===== src/rtl/serial_adder_pkg.sv =====
// serial_adder_pkg
// Shared types and helpers for the bit-serial add/subtract controller.
//   state_t   : controller FSM encoding (IDLE, RUN, DONE)
//   cnt_width : bit-counter width for a given operand width

package serial_adder_pkg;

    typedef enum logic [1:0] {
        IDLE = 2'd0,
        RUN  = 2'd1,
        DONE = 2'd2
    } state_t;

    // The counter has to hold values 0..width-1, and it always needs at least one bit.
    function automatic int cnt_width(input int width);
        return (width <= 2) ? 1 : $clog2(width);
    endfunction

endpackage


===== src/rtl/serial_adder_ctrl_fa_cell.sv =====
// fa_cell
// Combinational 1-bit full adder. It is the only adder in the serial datapath.
//   a, b, cin : operand bits and carry-in
//   sum, cout : sum bit and carry-out

module fa_cell (
    input  logic a,
    input  logic b,
    input  logic cin,
    output logic sum,
    output logic cout
);

    assign sum  = a ^ b ^ cin;
    assign cout = (a & b) | (cin & (a ^ b));

endmodule


===== src/rtl/serial_adder_ctrl.sv =====
// serial_adder_ctrl
// Bit-serial add/subtract controller. It processes one operand bit per clock,
// LSB first, through a single fa_cell.
//   clk, rst_n            : clock, asynchronous active-low reset
//   in_valid / in_ready   : operand handshake (in_ready is high only in IDLE)
//   a, b, cin, sub        : operands, carry/borrow-in, 0=add 1=subtract
//   out_valid / out_ready : result handshake (out_valid is high only in DONE)
//   sum, cout, ovf        : registered result, carry (no-borrow when subtracting),
//                           signed overflow
//   busy                  : high in RUN or DONE
//
// state | meaning
// IDLE  | waiting for operands, in_ready high
// RUN   | shifting one bit per clock through the adder cell
// DONE  | result held until the consumer accepts it

module serial_adder_ctrl
    import serial_adder_pkg::*;
#(
    parameter int WIDTH = 4
) (
    input  logic             clk,
    input  logic             rst_n,
    input  logic             in_valid,
    output logic             in_ready,
    input  logic [WIDTH-1:0] a,
    input  logic [WIDTH-1:0] b,
    input  logic             cin,
    input  logic             sub,
    output logic             out_valid,
    input  logic             out_ready,
    output logic [WIDTH-1:0] sum,
    output logic             cout,
    output logic             ovf,
    output logic             busy
);

    localparam int CNT_W = cnt_width(WIDTH);
    localparam logic [CNT_W-1:0] CNT_LAST = CNT_W'(WIDTH - 1);
    localparam logic [CNT_W-1:0] CNT_PEN  = CNT_W'(WIDTH - 2);

    state_t           state;
    logic [WIDTH-1:0] op_a;
    logic [WIDTH-1:0] op_b;
    logic [WIDTH-2:0] res_sh;     // sum bits collected so far; the MSB side holds the newest bit
    logic             carry;
    logic             cmsb;       // carry into the MSB, used for signed overflow
    logic [CNT_W-1:0] cnt;

    logic             s_bit;
    logic             c_bit;
    logic [WIDTH-1:0] res_next;

    fa_cell u_fa (
        .a    (op_a[0]),
        .b    (op_b[0]),
        .cin  (carry),
        .sum  (s_bit),
        .cout (c_bit)
    );

    // On the last RUN edge this is already the complete result.
    assign res_next = {s_bit, res_sh};

    always_ff @(posedge clk or negedge rst_n) begin
        if (!rst_n) begin
            state     <= IDLE;
            in_ready  <= 1'b1;
            out_valid <= 1'b0;
            busy      <= 1'b0;
            op_a      <= '0;
            op_b      <= '0;
            res_sh    <= '0;
            carry     <= 1'b0;
            cmsb      <= 1'b0;
            cnt       <= '0;
            sum       <= '0;
            cout      <= 1'b0;
            ovf       <= 1'b0;
        end else begin
            case (state)
                IDLE: begin
                    if (in_valid) begin
                        // Subtraction is a + ~b + 1; a borrow-in takes away the +1.
                        op_a     <= a;
                        op_b     <= sub ? ~b : b;
                        carry    <= cin ^ sub;
                        cnt      <= '0;
                        state    <= RUN;
                        in_ready <= 1'b0;
                        busy     <= 1'b1;
                    end
                end
                RUN: begin
                    res_sh <= res_next[WIDTH-1:1];
                    op_a   <= op_a >> 1;
                    op_b   <= op_b >> 1;
                    carry  <= c_bit;
                    cnt    <= cnt + CNT_W'(1);
                    if (cnt == CNT_PEN) begin
                        cmsb <= c_bit;
                    end
                    if (cnt == CNT_LAST) begin
                        sum       <= res_next;
                        cout      <= c_bit;
                        ovf       <= c_bit ^ cmsb;
                        cnt       <= '0;
                        state     <= DONE;
                        out_valid <= 1'b1;
                    end
                end
                DONE: begin
                    if (out_ready) begin
                        state     <= IDLE;
                        out_valid <= 1'b0;
                        busy      <= 1'b0;
                        in_ready  <= 1'b1;
                    end
                end
                default: begin
                    state     <= IDLE;
                    in_ready  <= 1'b1;
                    out_valid <= 1'b0;
                    busy      <= 1'b0;
                end
            endcase
        end
    end

endmodule


===== config.mk =====
export PLATFORM = sky130hd
export DESIGN_NAME = serial_adder_ctrl
export DESIGN_NICKNAME = d
export VERILOG_FILES = /design/src/rtl/serial_adder_pkg.sv /design/src/rtl/serial_adder_ctrl_fa_cell.sv /design/src/rtl/serial_adder_ctrl.sv
export SDC_FILE = /design/constraint.sdc
export NUM_CORES = 1
export LEC_CHECK = 0
export BUFFER_PORTS_ARGS = -buffer_cell sky130_fd_sc_hd__buf_2
export CORE_MARGIN = 3
export CORE_UTILIZATION = 61
export CTS_BUF_LIST = sky130_fd_sc_hd__clkbuf_4
export CTS_CLUSTER_DIAMETER = 200
export CTS_CLUSTER_SIZE = 40
export DETAILED_ROUTE_END_ITERATION = 7
export HOLD_SLACK_MARGIN = 0.12
export PLACE_DENSITY_LB_ADDON = 0.08
export SYNTH_ARGS = -nofsm -noshare
export SYNTH_HDL_FRONTEND = slang
export SYNTH_HIERARCHICAL = 1
export SYNTH_SLANG_ARGS = --single-unit

===== constraint.sdc =====
create_clock -name clk -period 3.3 [get_ports clk]
set_input_delay 0.33 -clock clk [delete_from_list [all_inputs] [get_ports clk]]
set_output_delay 0.33 -clock clk [all_outputs]
set_load 0.01 [all_outputs]

==> Flow_metrics.wiki <==
{| class="wikitable"
! Metric !! Value
|-
| Crit Reg-Reg Endpoint || cmsb
|-
| Area inside the core boundary || 0.00182 mm^2
|-
| Synth cell types || 30
|-
| Setup repair after global routing missed its margin || false
|-
| Gr ovfl total || 0
|-
| DRC || 0
|-
| Number of warning messages in the yosys log || 6
|-
| Area share of the largest cell type after synthesis || about half
|-
| Cell count of the worst reg-to-reg path || 3
|-
| Worst path max stage delay || roughly 0.71 ns
|-
| Launching point of the worst reg2reg path || state[0]
|-
| Max-slew violations || 0
|-
| Maximum clock insertion buffer count || 2
|-
| Req. time, crit path || between 3 and 4 ns
|-
| Startpoint-to-endpoint class of the critical path || reg -> reg
|-
| Number of buffers added on ports || 22
|-
| CP Buf/Inv Count || 0
|-
| EDFF count, synth || 0
|-
| Tcrit/Tclk final || 46.5%
|-
| Critical Path Sink Type || register
|-
| Horizontal die dimension || 51.1 um
|-
| Actual slew at the worst max-slew pin || around 0.56 ns
|-
| Cell breakdown of the critical path || nor2b_4 > nand2_2 > mux2_4
|-
| Post-route minimum period || 1.53 ns
|-
| Cell area power density || approximately 920 mW/mm^2
|-
| H-Tree Depth || 1
|-
| Die Span Y || 51.1 um
|-
| Routed vias || 837
|-
| DP HPWL || 1510 um
|-
| Critical path fanouts, max || 18
|-
| Post-synth design cell area || 0.00124 mm^2
|-
| Later-pin clock latency in the skew report || 0.32 ns
|-
| Startpoint Class || register
|-
| Post-Syn Instances || 107
|-
| Final weighted congestion in routability-driven placement || 0.752
|-
| Number of detailed-route iterations in the first pass || 4
|-
| Area enclosed by the die boundary || about 0.0026 mm^2
|-
| Levels on crit path || 3
|-
| Result of the run || completed
|-
| Share of layout cells above drive strength 1 || 35.2%
|-
| Async set-reset flop share out of synthesis || 100%
|-
| Maximum number of pins on one net before global-route repair || 27
|-
| Post-CTS setup buffers || 0
|-
| Dominant cells by area after synthesis || dfrtp_1 50%, mux2_2 7.3%, nand2_1 4.2%, o21ai_0 3.6%, a221o_2 3.6%
|-
| Clock skew || 0.00536 ns
|-
| Vias in the first global route || 789
|-
| Global-route wire length before repair || 3680 um
|-
| Top-level port count || 23
|-
| Max_cap viols || 0
|-
| PnR Total Power || 1.29 mW
|-
| Finished Cell Area || 0.00140 mm^2
|-
| Sequential area share after synthesis || 52.6%
|-
| Routed WL per cell || 13.6 um
|-
| Total number of clock tree sinks || 26
|-
| Top cell type by total area after synthesis || dfrtp_1
|-
| Clk pin slew, worst setup/hold paths || about 0.14 ns
|-
| Antenna diodes || 0
|-
| Internal reg-to-reg setup slack || 1.77 ns
|-
| Library cell used as clock root buffer || clkbuf_4
|-
| Wire length reported by the detailed router || 2090 um
|-
| Cell Area, Placed || 0.00133 mm^2
|-
| Worst endpoint data arrival time || 1.77 ns
|-
| Number of violations reported at the end of detailed-routing iteration 0 || 15
|-
| Sequential standard cell area || 652 um^2
|-
| Prevailing post-synth register cell || dfrtp_1
|-
| Clock tree from TritonCTS || yes
|-
| Number of nets still failing antenna checks after routing || 0
|-
| Fill cells || 115
|-
| TritonCTS Buffers || 3
|-
| Dominant delay contributor by cell family on the critical path || flip-flops
|-
| End point of the worst hold path || in_ready
|-
| Worst max-slew margin expressed relative to the limit || a little over three fifths
|-
| Area used by multi-input combinational logic || 532 um^2
|-
| CP max stage cell || dfrtp_1
|-
| Cell types with the highest counts after synthesis || 25 x dfrtp_1, 14 x nand2_1, 9 x o21ai_0
|-
| Total leakage power || between 0.6 and 0.7 nW
|-
| Worst min-delay path category || in -> reg
|-
| VDD IR max || 0.000581 V
|-
| Via-to-Cell Ratio || between 5 and 6
|-
| Startpoint of the worst hold path || out_ready
|-
| Final number of hold-violating endpoints || 0
|-
| WHS Path Cells || 3
|-
| Most instantiated library cell after synthesis || dfrtp_1
|-
| Number of rows in the core area || 15
|-
| Maximum achievable frequency || ~650 MHz
|-
| Antenna violations before repair || 0
|-
| Count of nets after finishing || 146
|-
| Initial standard-cell utilization of the core || 68.1%
|-
| Total negative setup slack || 0 ns
|-
| Area Growth Syn to Fin || 12.5%
|-
| Setup Viol. Count Final || 0
|-
| Mean instance size in the synthesized netlist || ~12 um^2
|-
| Total global routing track utilization || between 10% and 20%
|-
| #FFs+latches synth || 26
|-
| Post-Synthesis Net Count || 124
|}
## power by group
group,leakage (nW),switching (mW),total (mW),internal (mW)
logic,0.320,0.220,0.476,0.255
registers,0.322,0.128,0.594,0.465
clock network,0.0279,0.0963,0.219,0.123
## through the flow
step | hold slack [ns] | worst slack [ns] | utilization [%] | cells
3_5_place_dp | 0.362 | 1.79 | 73.2 | 148
3_3_place_gp | 0.348 | 1.82 | 73.2 | 148
6_report | 0.240 | 1.77 | 76.6 | 153
4_1_cts | 0.240 | 1.77 | 76.6 | 153
5_1_grt | 0.264 | 1.68 | 76.6 | 153
2_1_floorplan | 0.0344 | 1.96 | - | 107
## per-layer routing
metal	wire length, um	GRT usage [%]
met1	944	25.0
met2	1020	31.8
met3	75	3.50
met4	45	10.8
met5	0	0
## tightest hold or removal path, delay by kind of cell
kind,cells,cell delay [ns]
AND/OR/NAND/NOR,2,0.11
buffers and inverters,1,0.09
## cell usage in the layout, fill, tap and decap left out, drive strengths merged, types with 2 or more instances in the layout
cell type / n
a21oi: 5
a221o: 4
a31oi: 2
and2b: 2
and3b: 2
buf: 22
clkbuf: 3
dfrtp: 25
ha: 2
inv: 2
mux2: 9
nand2: 15
nor2: 6
nor2b: 2
o21ai: 9
xnor2: 5
## worst max path at each step
stage	start	endpoint	slack, ns
floorplan	op_a[0]	carry	1.96
global placement	state[0]	cmsb	1.82
detailed placement	state[0]	cmsb	1.79
CTS	state[0]	cmsb	1.77
global route	state[0]	cmsb	1.68
finish	state[0]	cmsb	1.77
## flip-flops by register name, summed over array words and instances, names as in the netlist
register / count
busy: 1
state: 2
op_a: 4
cout: 1
sum: 4
ovf: 1
in_ready: 1
op_b: 4
carry: 1
res_sh: 3
cnt: 2
out_valid: 1
cmsb: 1
## what timing repair did
action	4_1_cts	5_1_grt
gates resized for setup	0	0
hold buffers	1	0
endpoints found under the hold margin	25	0
## area by class of cell
cell class,count,area share (%)
multi-input combinational,73,38.1
timing repair buffer,23,8.61
sequential,26,46.7
tap,25,2.24
inverter,2,0.538
clock inverter,1,2.15
clock buffer,3,1.61
## cell families (layout without fill, tap and decap cells)
kind of cell	after synthesis	in the layout	share of synthesized area [%]
fa+ha+maj	3	3	3.63
flops	26	26	52.6
buf+inv	8	29	4.54
compound gates	23	23	12.4
xor+xnor	6	6	4.24
mux	9	9	8.48
simple gates	32	32	14.1
Note: power is estimated with default switching activity, not from simulation.
